===== src/rtl/spike_window_decoder_pkg.sv =====
`default_nettype none
// ============================================================================
// Module   : spike_decoder_pkg
// Purpose  : State encoding and helper functions for the spike window decoder.
// Revision : 1.0
// ============================================================================
package spike_decoder_pkg;

    typedef enum logic [1:0] {
        ST_IDLE  = 2'd0,
        ST_COUNT = 2'd1,
        ST_SCAN  = 2'd2,
        ST_HOLD  = 2'd3
    } state_t;

    // Index width for n classes; a single class still needs one bit.
    function automatic int idx_width(input int n);
        return (n <= 2) ? 1 : $clog2(n);
    endfunction

    function automatic logic [31:0] sat_inc(input logic [31:0] v, input int w);
        logic [31:0] max_v;
        max_v = (w >= 32) ? 32'hFFFF_FFFF : ((32'd1 << w) - 32'd1);
        return (v >= max_v) ? max_v : v + 32'd1;
    endfunction

endpackage
`default_nettype wire


===== src/rtl/spike_window_decoder_if.sv =====
`default_nettype none
// ============================================================================
// Module   : spike_window_decoder_if
// Purpose  : Control, spike and result-handshake bundle of the decoder.
// Revision : 1.0
// ============================================================================
interface spike_window_decoder_if
    import spike_decoder_pkg::*;
#(
    parameter int N_NEURONS = 2,
    parameter int CNT_W     = 8,
    parameter int WIN_W     = 16
) ();
    localparam int c_IDX_W = idx_width(N_NEURONS);

    logic                       start;
    logic [WIN_W-1:0]           window_len;
    logic [N_NEURONS-1:0]       spike_in;
    logic                       busy;
    logic                       out_valid;
    logic                       out_ready;
    logic [c_IDX_W-1:0]         winner;
    logic [CNT_W-1:0]           winner_count;
    logic                       no_spike;
    logic [N_NEURONS*CNT_W-1:0] count_flat;
`ifdef SPIKE_DECODER_FIRST_SPIKE_EN
    logic [WIN_W-1:0]           first_spike_t;
`endif

    modport slave (
`ifdef SPIKE_DECODER_FIRST_SPIKE_EN
        output first_spike_t,
`endif
        input  start, window_len, spike_in, out_ready,
        output busy, out_valid, winner, winner_count, no_spike, count_flat
    );

    modport master (
`ifdef SPIKE_DECODER_FIRST_SPIKE_EN
        input  first_spike_t,
`endif
        output start, window_len, spike_in, out_ready,
        input  busy, out_valid, winner, winner_count, no_spike, count_flat
    );

endinterface
`default_nettype wire


===== src/rtl/spike_window_decoder_spike_counter_sat.sv =====
`default_nettype none
// ============================================================================
// Module   : spike_counter_sat
// Purpose  : Per-neuron saturating spike counter with optional first-spike
//            timestamp (SPIKE_DECODER_FIRST_SPIKE_EN).
// Revision : 1.0
// ============================================================================
module spike_counter_sat
    import spike_decoder_pkg::*;
#(
    parameter int CNT_W = 8,
    parameter int WIN_W = 16
) (
    input  wire logic             clk,
    input  wire logic             rst,
    input  wire logic             i_clr,
    input  wire logic             i_en,
    input  wire logic             i_spike,
`ifdef SPIKE_DECODER_FIRST_SPIKE_EN
    input  wire logic [WIN_W-1:0] i_cycle,
    output logic      [WIN_W-1:0] o_first_t,
`endif
    output logic      [CNT_W-1:0] o_count
);

    logic [CNT_W-1:0] r_count;

    always_ff @(posedge clk) begin
        if (rst || i_clr) begin
            r_count <= '0;
        end else if (i_en && i_spike) begin
            r_count <= CNT_W'(sat_inc(32'(r_count), CNT_W));
        end
    end

    assign o_count = r_count;

`ifdef SPIKE_DECODER_FIRST_SPIKE_EN
    logic             r_hit;
    logic [WIN_W-1:0] r_first_t;

    // All-ones marks "never spiked" so it loses every timestamp comparison.
    always_ff @(posedge clk) begin
        if (rst || i_clr) begin
            r_hit     <= 1'b0;
            r_first_t <= '1;
        end else if (i_en && i_spike && !r_hit) begin
            r_hit     <= 1'b1;
            r_first_t <= i_cycle;
        end
    end

    assign o_first_t = r_first_t;
`endif

endmodule
`default_nettype wire


===== src/rtl/spike_window_decoder.sv =====
`default_nettype none
// ============================================================================
// Module   : spike_window_decoder
// Purpose  : Counts spikes per neuron over a window, picks the most active one
//            and offers it on a valid/ready handshake. Optional macro:
//            SPIKE_DECODER_FIRST_SPIKE_EN (earliest-first-spike tie break).
// Revision : 1.0
// ============================================================================
module spike_window_decoder
    import spike_decoder_pkg::*;
#(
    parameter int N_NEURONS = 2,
    parameter int CNT_W     = 8,
    parameter int WIN_W     = 16
) (
    input  wire logic              clk,
    input  wire logic              rst,
    spike_window_decoder_if.slave  dec_if
);

    localparam int c_IDX_W  = idx_width(N_NEURONS);
    localparam int c_SCAN_W = $clog2(N_NEURONS + 1);

    state_t                     r_state;
    logic [WIN_W-1:0]           r_win_len;
    logic [WIN_W-1:0]           r_cyc;
    logic [c_SCAN_W-1:0]        r_scan_idx;
    logic [c_IDX_W-1:0]         r_best_idx;
    logic [CNT_W-1:0]           r_best_cnt;
    logic                       r_busy;
    logic                       r_out_valid;
    logic [c_IDX_W-1:0]         r_winner;
    logic [CNT_W-1:0]           r_winner_count;
    logic                       r_no_spike;
    logic [N_NEURONS*CNT_W-1:0] r_count_flat;

    logic                       w_clr;
    logic                       w_en;
    logic [CNT_W-1:0]           w_counts [N_NEURONS];
    logic [N_NEURONS*CNT_W-1:0] w_flat;
    logic [c_IDX_W-1:0]         w_sel_idx;
    logic                       w_better;

    assign w_clr = (r_state == ST_IDLE) && dec_if.start;
    assign w_en  = (r_state == ST_COUNT);

`ifdef SPIKE_DECODER_FIRST_SPIKE_EN
    logic [WIN_W-1:0] w_first_t [N_NEURONS];
    logic [WIN_W-1:0] r_best_t;
    logic [WIN_W-1:0] r_first_spike_t;
`endif

    generate
        for (genvar gi = 0; gi < N_NEURONS; gi++) begin : g_counter
            spike_counter_sat #(
                .CNT_W (CNT_W),
                .WIN_W (WIN_W)
            ) u_cnt (
                .clk       (clk),
                .rst       (rst),
                .i_clr     (w_clr),
                .i_en      (w_en),
                .i_spike   (dec_if.spike_in[gi]),
`ifdef SPIKE_DECODER_FIRST_SPIKE_EN
                .i_cycle   (r_cyc),
                .o_first_t (w_first_t[gi]),
`endif
                .o_count   (w_counts[gi])
            );
            assign w_flat[gi*CNT_W +: CNT_W] = w_counts[gi];
        end
    endgenerate

    assign w_sel_idx = r_scan_idx[c_IDX_W-1:0];

    // First candidate is always taken; later ones only if strictly better.
`ifdef SPIKE_DECODER_FIRST_SPIKE_EN
    assign w_better = (r_scan_idx == '0)
                   || (w_counts[w_sel_idx] > r_best_cnt)
                   || ((w_counts[w_sel_idx] == r_best_cnt) && (w_first_t[w_sel_idx] < r_best_t));
`else
    assign w_better = (r_scan_idx == '0) || (w_counts[w_sel_idx] > r_best_cnt);
`endif

    always_ff @(posedge clk) begin
        if (rst) begin
            r_state        <= ST_IDLE;
            r_win_len      <= '0;
            r_cyc          <= '0;
            r_scan_idx     <= '0;
            r_best_idx     <= '0;
            r_best_cnt     <= '0;
            r_busy         <= 1'b0;
            r_out_valid    <= 1'b0;
            r_winner       <= '0;
            r_winner_count <= '0;
            r_no_spike     <= 1'b0;
            r_count_flat   <= '0;
`ifdef SPIKE_DECODER_FIRST_SPIKE_EN
            r_best_t        <= '1;
            r_first_spike_t <= '0;
`endif
        end else begin
            case (r_state)
                ST_IDLE: begin
                    if (dec_if.start) begin
                        r_win_len <= (dec_if.window_len == '0) ? WIN_W'(1) : dec_if.window_len;
                        r_cyc     <= '0;
                        r_busy    <= 1'b1;
                        r_state   <= ST_COUNT;
                    end
                end
                ST_COUNT: begin
                    r_cyc <= r_cyc + WIN_W'(1);
                    if (r_cyc == r_win_len - WIN_W'(1)) begin
                        r_scan_idx <= '0;
                        r_state    <= ST_SCAN;
                    end
                end
                ST_SCAN: begin
                    if (r_scan_idx == c_SCAN_W'(N_NEURONS)) begin
                        r_winner       <= r_best_idx;
                        r_winner_count <= r_best_cnt;
                        r_no_spike     <= (r_best_cnt == '0);
                        r_count_flat   <= w_flat;
`ifdef SPIKE_DECODER_FIRST_SPIKE_EN
                        r_first_spike_t <= r_best_t;
`endif
                        r_out_valid    <= 1'b1;
                        r_state        <= ST_HOLD;
                    end else begin
                        if (w_better) begin
                            r_best_idx <= w_sel_idx;
                            r_best_cnt <= w_counts[w_sel_idx];
`ifdef SPIKE_DECODER_FIRST_SPIKE_EN
                            r_best_t   <= w_first_t[w_sel_idx];
`endif
                        end
                        r_scan_idx <= r_scan_idx + c_SCAN_W'(1);
                    end
                end
                ST_HOLD: begin
                    if (r_out_valid && dec_if.out_ready) begin
                        r_out_valid <= 1'b0;
                        r_busy      <= 1'b0;
                        r_state     <= ST_IDLE;
                    end
                end
                default: r_state <= ST_IDLE;
            endcase
        end
    end

    assign dec_if.busy         = r_busy;
    assign dec_if.out_valid    = r_out_valid;
    assign dec_if.winner       = r_winner;
    assign dec_if.winner_count = r_winner_count;
    assign dec_if.no_spike     = r_no_spike;
    assign dec_if.count_flat   = r_count_flat;
`ifdef SPIKE_DECODER_FIRST_SPIKE_EN
    assign dec_if.first_spike_t = r_first_spike_t;
`endif

endmodule
`default_nettype wire

===== src/flat_wrapper.sv =====
// flat-port wrapper written by rule: the top's interface ports become plain ports
module spike_window_decoder_flat import spike_decoder_pkg::*;
#(
    parameter int N_NEURONS = 2,
    parameter int CNT_W     = 8,
    parameter int WIN_W     = 16
)
  (clk, rst, dec_if_start, dec_if_window_len, dec_if_spike_in, dec_if_out_ready, dec_if_busy, dec_if_out_valid, dec_if_winner, dec_if_winner_count, dec_if_no_spike, dec_if_count_flat);
  spike_window_decoder_if #(.N_NEURONS(N_NEURONS), .CNT_W(CNT_W), .WIN_W(WIN_W)) dec_if_i ();
  input  wire logic clk;
  input  wire logic rst;
  input wire logic [$bits(dec_if_i.start)-1:0] dec_if_start;
  input wire logic [$bits(dec_if_i.window_len)-1:0] dec_if_window_len;
  input wire logic [$bits(dec_if_i.spike_in)-1:0] dec_if_spike_in;
  input wire logic [$bits(dec_if_i.out_ready)-1:0] dec_if_out_ready;
  output wire logic [$bits(dec_if_i.busy)-1:0] dec_if_busy;
  output wire logic [$bits(dec_if_i.out_valid)-1:0] dec_if_out_valid;
  output wire logic [$bits(dec_if_i.winner)-1:0] dec_if_winner;
  output wire logic [$bits(dec_if_i.winner_count)-1:0] dec_if_winner_count;
  output wire logic [$bits(dec_if_i.no_spike)-1:0] dec_if_no_spike;
  output wire logic [$bits(dec_if_i.count_flat)-1:0] dec_if_count_flat;
  assign dec_if_i.start = dec_if_start;
  assign dec_if_i.window_len = dec_if_window_len;
  assign dec_if_i.spike_in = dec_if_spike_in;
  assign dec_if_i.out_ready = dec_if_out_ready;
  assign dec_if_busy = dec_if_i.busy;
  assign dec_if_out_valid = dec_if_i.out_valid;
  assign dec_if_winner = dec_if_i.winner;
  assign dec_if_winner_count = dec_if_i.winner_count;
  assign dec_if_no_spike = dec_if_i.no_spike;
  assign dec_if_count_flat = dec_if_i.count_flat;
  spike_window_decoder #(.N_NEURONS(N_NEURONS), .CNT_W(CNT_W), .WIN_W(WIN_W)) u_core (.clk(clk), .rst(rst), .dec_if(dec_if_i));
endmodule

===== config.mk =====
export PLATFORM = sky130hd
export DESIGN_NAME = spike_window_decoder_flat
export DESIGN_NICKNAME = d
export VERILOG_FILES = /design/src/rtl/spike_window_decoder_pkg.sv /design/src/rtl/spike_window_decoder_if.sv /design/src/rtl/spike_window_decoder_spike_counter_sat.sv /design/src/rtl/spike_window_decoder.sv /design/src/flat_wrapper.sv
export SDC_FILE = /design/constraint.sdc
export NUM_CORES = 1
export LEC_CHECK = 0
export BUFFER_PORTS_ARGS = -buffer_cell sky130_fd_sc_hd__buf_4
export CAP_MARGIN = 25
export CORE_UTILIZATION = 55
export DETAILED_ROUTE_END_ITERATION = 16
export PLACE_DENSITY = 0.8
export SLEW_MARGIN = 5
export SYNTH_ARGS = -nofsm -noshare
export SYNTH_HDL_FRONTEND = slang
export SYNTH_HIERARCHICAL = 1
export SYNTH_SLANG_ARGS = --single-unit

===== constraint.sdc =====
create_clock -name clk -period 3.47 [get_ports clk]
set_input_delay 0.1735 -clock clk [delete_from_list [all_inputs] [get_ports clk]]
set_output_delay 0.1735 -clock clk [all_outputs]
set_load 0.01 [all_outputs]

==> Word level (Yosys, flattened, before mapping) <==
Cells that the tools add are included.
{ "totals": {"ff_bits": 89, "out_inout_bits": 28} }
{ "op_classes": {"n_addsub": 5, "n_lt_le_gt_ge": 4, "eq_ne": 10, "mux": 21, "bitwise_logic": 2, "reduce_logical": 22} }
{ "op_table": {"columns": ["cell", "n"], "rows": [
  ["$mux 8", 5],
  ["$mux 16", 2],
  ["$pmux 16 s2", 1],
  ["$add 16x1->16 const B", 1],
  ["$add 8x1->8 const B", 2],
  ["$eq 16x16->1", 1],
  ["$ge 8x8->1 const B", 2],
  ["$logic_not 16->1", 1],
  ["$sub 16x1->16 const B", 1],
  ["$mux 2", 6],
  ["$reduce_and 3->1", 4],
  ["$gt 8x8->1", 1],
  ["$logic_not 8->1", 1],
  ["$pmux 2 s4", 1],
  ["$reduce_bool 2->1", 4],
  ["$eq 2x2->1 const B", 3],
  ["$ne 2x1->1 const B", 3],
  ["$reduce_and 2->1", 3],
  ["$logic_and 1x1->1", 4],
  ["$logic_not 2->1", 2],
  ["$ne 2x2->1 const B", 2],
  ["$pmux 1 s2", 2],
  ["$pmux 2 s2", 1],
  ["$reduce_and 4->1", 1],
  ["7 further kinds", 10]
]} }

==> Logic depth before layout (Yosys ltp) <==
{ "logic_depth": {"depth_word": 7, "depth_mapped": 11, "mapped_depth_nobuf": 9} }

==> Modules after synthesis <==
The synthesis kept the hierarchy.
{ "modules_own_cells": {"columns": ["mod", "n_inst", "cells_per_inst", "area_per_inst_um2"], "rows": [
  ["spike_window_decoder", 1, 467, 3783.6],
  ["spike_counter_sat", 2, 44, 390.4]
]} }

==> Worst setup path before layout <==
No wires, ideal clock.
{ "synth_timing": {"kind": "register to register", "start": "register u_core.r_scan_idx[0]", "end": "register u_core.r_best_cnt[6]", "arrival_ns": 2.856, "setup_slack_ns": 0.523, "stages_incl_launch_ff": 12, "path_buffers": 2, "period_less_slack_ns": 2.947, "path_cell_list": "dfxtp_1 > buf_1 > mux2_2 > ha_1 > nor2b_1 > o21a_1 > o21a_1 > o21a_1 > o21ai_1 > clkbuf_1 > a21oi_1 > a311oi_1"} }
{ "synth_between": {"elab_chain_len": 7, "word_cells_on_any_way": 10, "classes_between": "order compare (1); eq/ne (1); mux (3); bitwise (2); reduce/logical (3)"} }
{ "synth_lines": {"columns": ["item", "line", "source"], "rows": [
  ["start, declared", "spike_window_decoder.sv:27", "logic [c_SCAN_W-1:0] r_scan_idx;"],
  ["start signal, assigned", "spike_window_decoder.sv:139", "r_scan_idx <= r_scan_idx + c_SCAN_W'(1);"],
  ["$not 1->2 (not written as such)", "spike_window_decoder.sv:82, spike_window_decoder.sv:134", null],
  ["$mux 8 (not written as such) (3 in a row)", "spike_window_decoder.sv:82, spike_window_decoder.sv:134", null],
  ["$gt 8x8->1", "spike_window_decoder.sv:82", "assign w_better = (r_scan_idx == '0) || (w_counts[w_sel_idx] > r_best_cnt);"],
  ["$logic_or 1x1->1", "spike_window_decoder.sv:82", null],
  ["$reduce_and 3->1 (no line)", null, null],
  ["end signal, assigned", "spike_window_decoder.sv:134", "r_best_cnt <= w_counts[w_sel_idx];"],
  ["end, declared", "spike_window_decoder.sv:29", "logic [CNT_W-1:0] r_best_cnt;"]
]} }
Parallel ways exist; a longest one is shown, timed or not. The select of a mux whose other input is x is not followed.
A chain may end at the register's enable or synchronous reset.

==> Final worst setup path <==
{ "layout_timing": {"start": "register u_core.r_scan_idx[0]", "end": "register u_core.r_best_cnt[5]"} }
The elaborated chain is that of the path after synthesis.

==> results.py <==
metrics = {
    "sta": {
        "skew_ps": 8.52,
        "max_clock_freq_mhz": 361,
        "setup_violations": 0,
        "rsz0062_at_grt": "false",
        "layout_min_cycle_time_ps": 2770,
        "worstMarginPinSlew_ps": 954,
        "holdWs_ps": 59.3,
        "post-route-period-util": 0.798,
        "slew-limit-headroom": 0.362,
        "hold_viol": 0,
        "fin_setup_tns_ps": 0,
        "slew_viol_final": 0,
    },
    "worst_setup_path": {
        "reg2reg_to": "u_core/r_best_cnt[5]",
        "arrival_ps": 3040,
        "ff2ff_path_depth": 10,
        "reg2reg_slack_ps": 700,
        "startpoint_type": "flip-flop",
        "required_ps": 3740,
        "critical_path_class": "reg2reg",
        "path_max_fanout": 17,
        "r2r-start": "u_core/r_scan_idx[0]",
        "cp-end-kind": "flip-flop",
    },
    "clocking": {
        "cts_resized": 0,
        "cts_setup_buffers": 0,
        "clkTransAtPathRegs_ps": 90,
        "cts_buffer_depth": 2,
        "numCtsBuffers": 9,
        "cts_tree": "yes",
        "cts.hold.buffers_added": 0,
        "cts.sinks": 89,
        "clk_latency_ps": 360,
        "cts_htree_levels": 3,
        "cts-root-buf": "clkbuf_8",
    },
    "grt": {
        "overflow": 0,
        "grt_pass1_wl_um": 18600,
        "grt_max_degree": 64,
        "antenna_found_initial": 0,
        "grt_usage": 0.269,
        "grt_pass1_vias": 4149,
    },
    "synthesis": {
        "synthSimpleGateAreaFrac": 0.250,
        "syn_area_mm2": 0.00456,
        "synth-async-reset-ratio": 0,
        "synth_nets": 594,
        "yosys.area.top_type": "dfxtp_1",
        "synth_area_leaders": "dfxtp_1 (39%), nand2_1 (8.1%), a21oi_1 (7.5%), ha_1 (4.7%), xnor2_1 (3.3%)",
        "synth_top_family_by_area": "simple AND/OR/NAND/NOR gates",
        "ys_warn_count": 6,
        "synth_xor_area_frac": 0.0614,
        "yosys_most_used_dff": "dfxtp_1",
        "synth_edf_count": 0,
        "synthCells": 555,
        "synth_mux_area_frac": 0.0282,
        "synth_cell_types": 62,
        "seq_area_frac_synth": 0.390,
        "synth_seq_cells": 89,
        "synth_top_area_frac": 0.390,
        "avgSynthCellArea_um2": 8.22,
        "synth_compound_area_frac": 0.179,
        "synthAdderAreaFrac": 0.0466,
    },
    "route": {
        "wire_per_inst_um": 15.9,
        "dr.pass1.iters": 5,
        "avgViaCountPerCell": 5.92,
        "first_iter_violations": 218,
        "ant_nets": 0,
        "num_vias": 4148,
        "routed_wirelength_um": 11200,
        "route.detailed.drc": 0,
    },
    "die": {
        "dieArea_mm2": 0.00867,
        "core-area_mm2": 0.00789,
        "start_util": 0.579,
        "die_h_um": 93.1,
        "io_pins": 50,
        "die-width_um": 93.1,
        "rows": 32,
    },
    "worst_hold_path": {
        "min_path_type": "in2reg",
        "hold_depth": 3,
        "min_from": "dec_if_window_len[4]",
        "hold_end": "u_core/r_win_len[4]",
    },
    "final_layout": {
        "antenna_cells": 0,
        "regArea_mm2": 0.00178,
        "multi_input_area_mm2": 0.00258,
        "n_fill_cell": 666,
        "fin_nets": 633,
        "layout_common_cells": "nand2_1 (99), dfxtp_1 (89), a21oi_1 (68)",
        "layout-drive-gt1-share": 0.159,
        "final_common_cell": "nand2_1",
        "area_growth_pct": 13.8,
    },
    "status": {
        "status": "complete, no violations",
    },
    "placed_design": {
        "place_hpwl_um": 7810,
        "port_buffers": 49,
        "place_congestion": 0.900,
    },
    "power_and_ir_drop": {
        "vdd_drop_max_mv": 0.223,
        "power.density_mw_per_mm2": 590,
        "p_leak_uw": 0.00194,
    },
    "run": {
        "cap_violations": 0,
    },
}
## sequential cells by signal, summed over array words and instances (netlist names)
register	cells
u_core/g_counter.u_cnt/o_count	16
u_core/dec_if.winner_count	8
u_core/r_win_len	16
u_core/dec_if.count_flat	16
u_core/r_best_cnt	8
u_core/dec_if.busy	1
u_core/r_cyc	16
u_core/r_state	2
u_core/dec_if.no_spike	1
u_core/r_scan_idx	2
u_core/dec_if.winner	1
u_core/dec_if.out_valid	1
u_core/r_best_idx	1
## area by class of cell
cell class              instances  area share
repair buffers                 55      0.0802
flip-flops and latches         89       0.343
well taps                     102      0.0246
clock buffers                  11      0.0272
inverters                      18      0.0130
multi-input cells             421       0.497
clock inverters                 5      0.0152
## per-stage QoR
step / area, um2 / power (uW) / setup WS [ps] / instances / util
after CTS: 5180 / 3060 / 735 / 700 / 0.657
after global routing: 5190 / 3240 / 518 / 701 / 0.658
after floorplan: 4560 / 2050 / 523 / 555 / -
after detailed placement: 4960 / 2280 / 743 / 684 / 0.629
after global placement: 4960 / 2240 / 904 / 684 / 0.629
final: 5190 / 3060 / 700 / 701 / 0.658
## worst max-delay path: stages (launching register included)
cell and delay [ps]:
dfxtp_1 620, mux2_2 410, ha_1 290, nor2b_1 130
o21a_1 160, o21a_1 160, o21a_1 170, o21ai_1 140
buf_4 230, a21oi_1 110, a311oi_1 270
## report_power, final
| group | total (uW) | internal [uW] | switching [uW] |
|---|---|---|---|
| clock network | 786 | 424 | 362 |
| logic | 1040 | 428 | 607 |
| registers | 1240 | 1110 | 126 |
## synth_stat cells (2+ instances only)
| library cell | number |
|---|---|
| clkbuf_1 | 20 |
| nand4b_1 | 2 |
| and4b_2 | 2 |
| nand3_1 | 18 |
| nor3_1 | 11 |
| mux2_2 | 7 |
| a21o_1 | 3 |
| a221oi_1 | 2 |
| mux2i_1 | 5 |
| o21ai_0 | 11 |
| or3_1 | 7 |
| o31a_1 | 2 |
| a21oi_1 | 68 |
| dfxtp_1 | 89 |
| nand4_2 | 2 |
| nand2b_1 | 4 |
| xnor2_1 | 17 |
| clkbuf_8 | 2 |
| o21a_1 | 4 |
| nor4_1 | 12 |
| inv_1 | 17 |
| and4_1 | 3 |
| buf_4 | 2 |
| nor4_2 | 2 |
| nand4_1 | 13 |
| buf_1 | 2 |
| a31oi_1 | 11 |
| a21oi_2 | 2 |
| ha_1 | 17 |
| xor2_1 | 15 |
| nor2_1 | 37 |
| nor3b_1 | 2 |
| a311oi_1 | 10 |
| a211o_1 | 2 |
| and3_1 | 6 |
| nand2_1 | 99 |
| or2_2 | 2 |
## worst max path at each step
stage / from / cells after the start / slack [ps] / endpoint
6_report: u_core/r_scan_idx[0] / 10 / 700 / u_core/r_best_cnt[5]
5_1_grt: u_core/r_win_len[0] / 9 / 520 / u_core/r_state[0]
4_1_cts: u_core/r_scan_idx[0] / 10 / 730 / u_core/r_best_cnt[5]
3_5_place_dp: u_core/r_scan_idx[0] / 10 / 740 / u_core/r_best_cnt[5]
3_3_place_gp: u_core/r_scan_idx[0] / 10 / 900 / u_core/r_best_cnt[6]
2_1_floorplan: u_core/r_scan_idx[0] / 11 / 520 / u_core/r_best_cnt[6]
## routing by layer
| layer | vias to the layer above | GRT usage | routed length [um] |
|---|---|---|---|
| li1 | 2053 | - | - |
| met4 | 0 | 0.142 | 257 |
| met1 | 1937 | 0.307 | 4730 |
| met5 | - | 0 | 0 |
| met2 | 131 | 0.487 | 5660 |
| met3 | 27 | 0.0358 | 524 |
## logic make-up after synthesis
family | count (synthesis)
AOI/OAI and AO/OA | 129
adders and majority gates | 17
DFF | 89
and+or+nand+nor | 231
xor gates and xnor gates | 32
muxes | 12
buffers and inverters | 45
(Power assumes the default switching activity.)
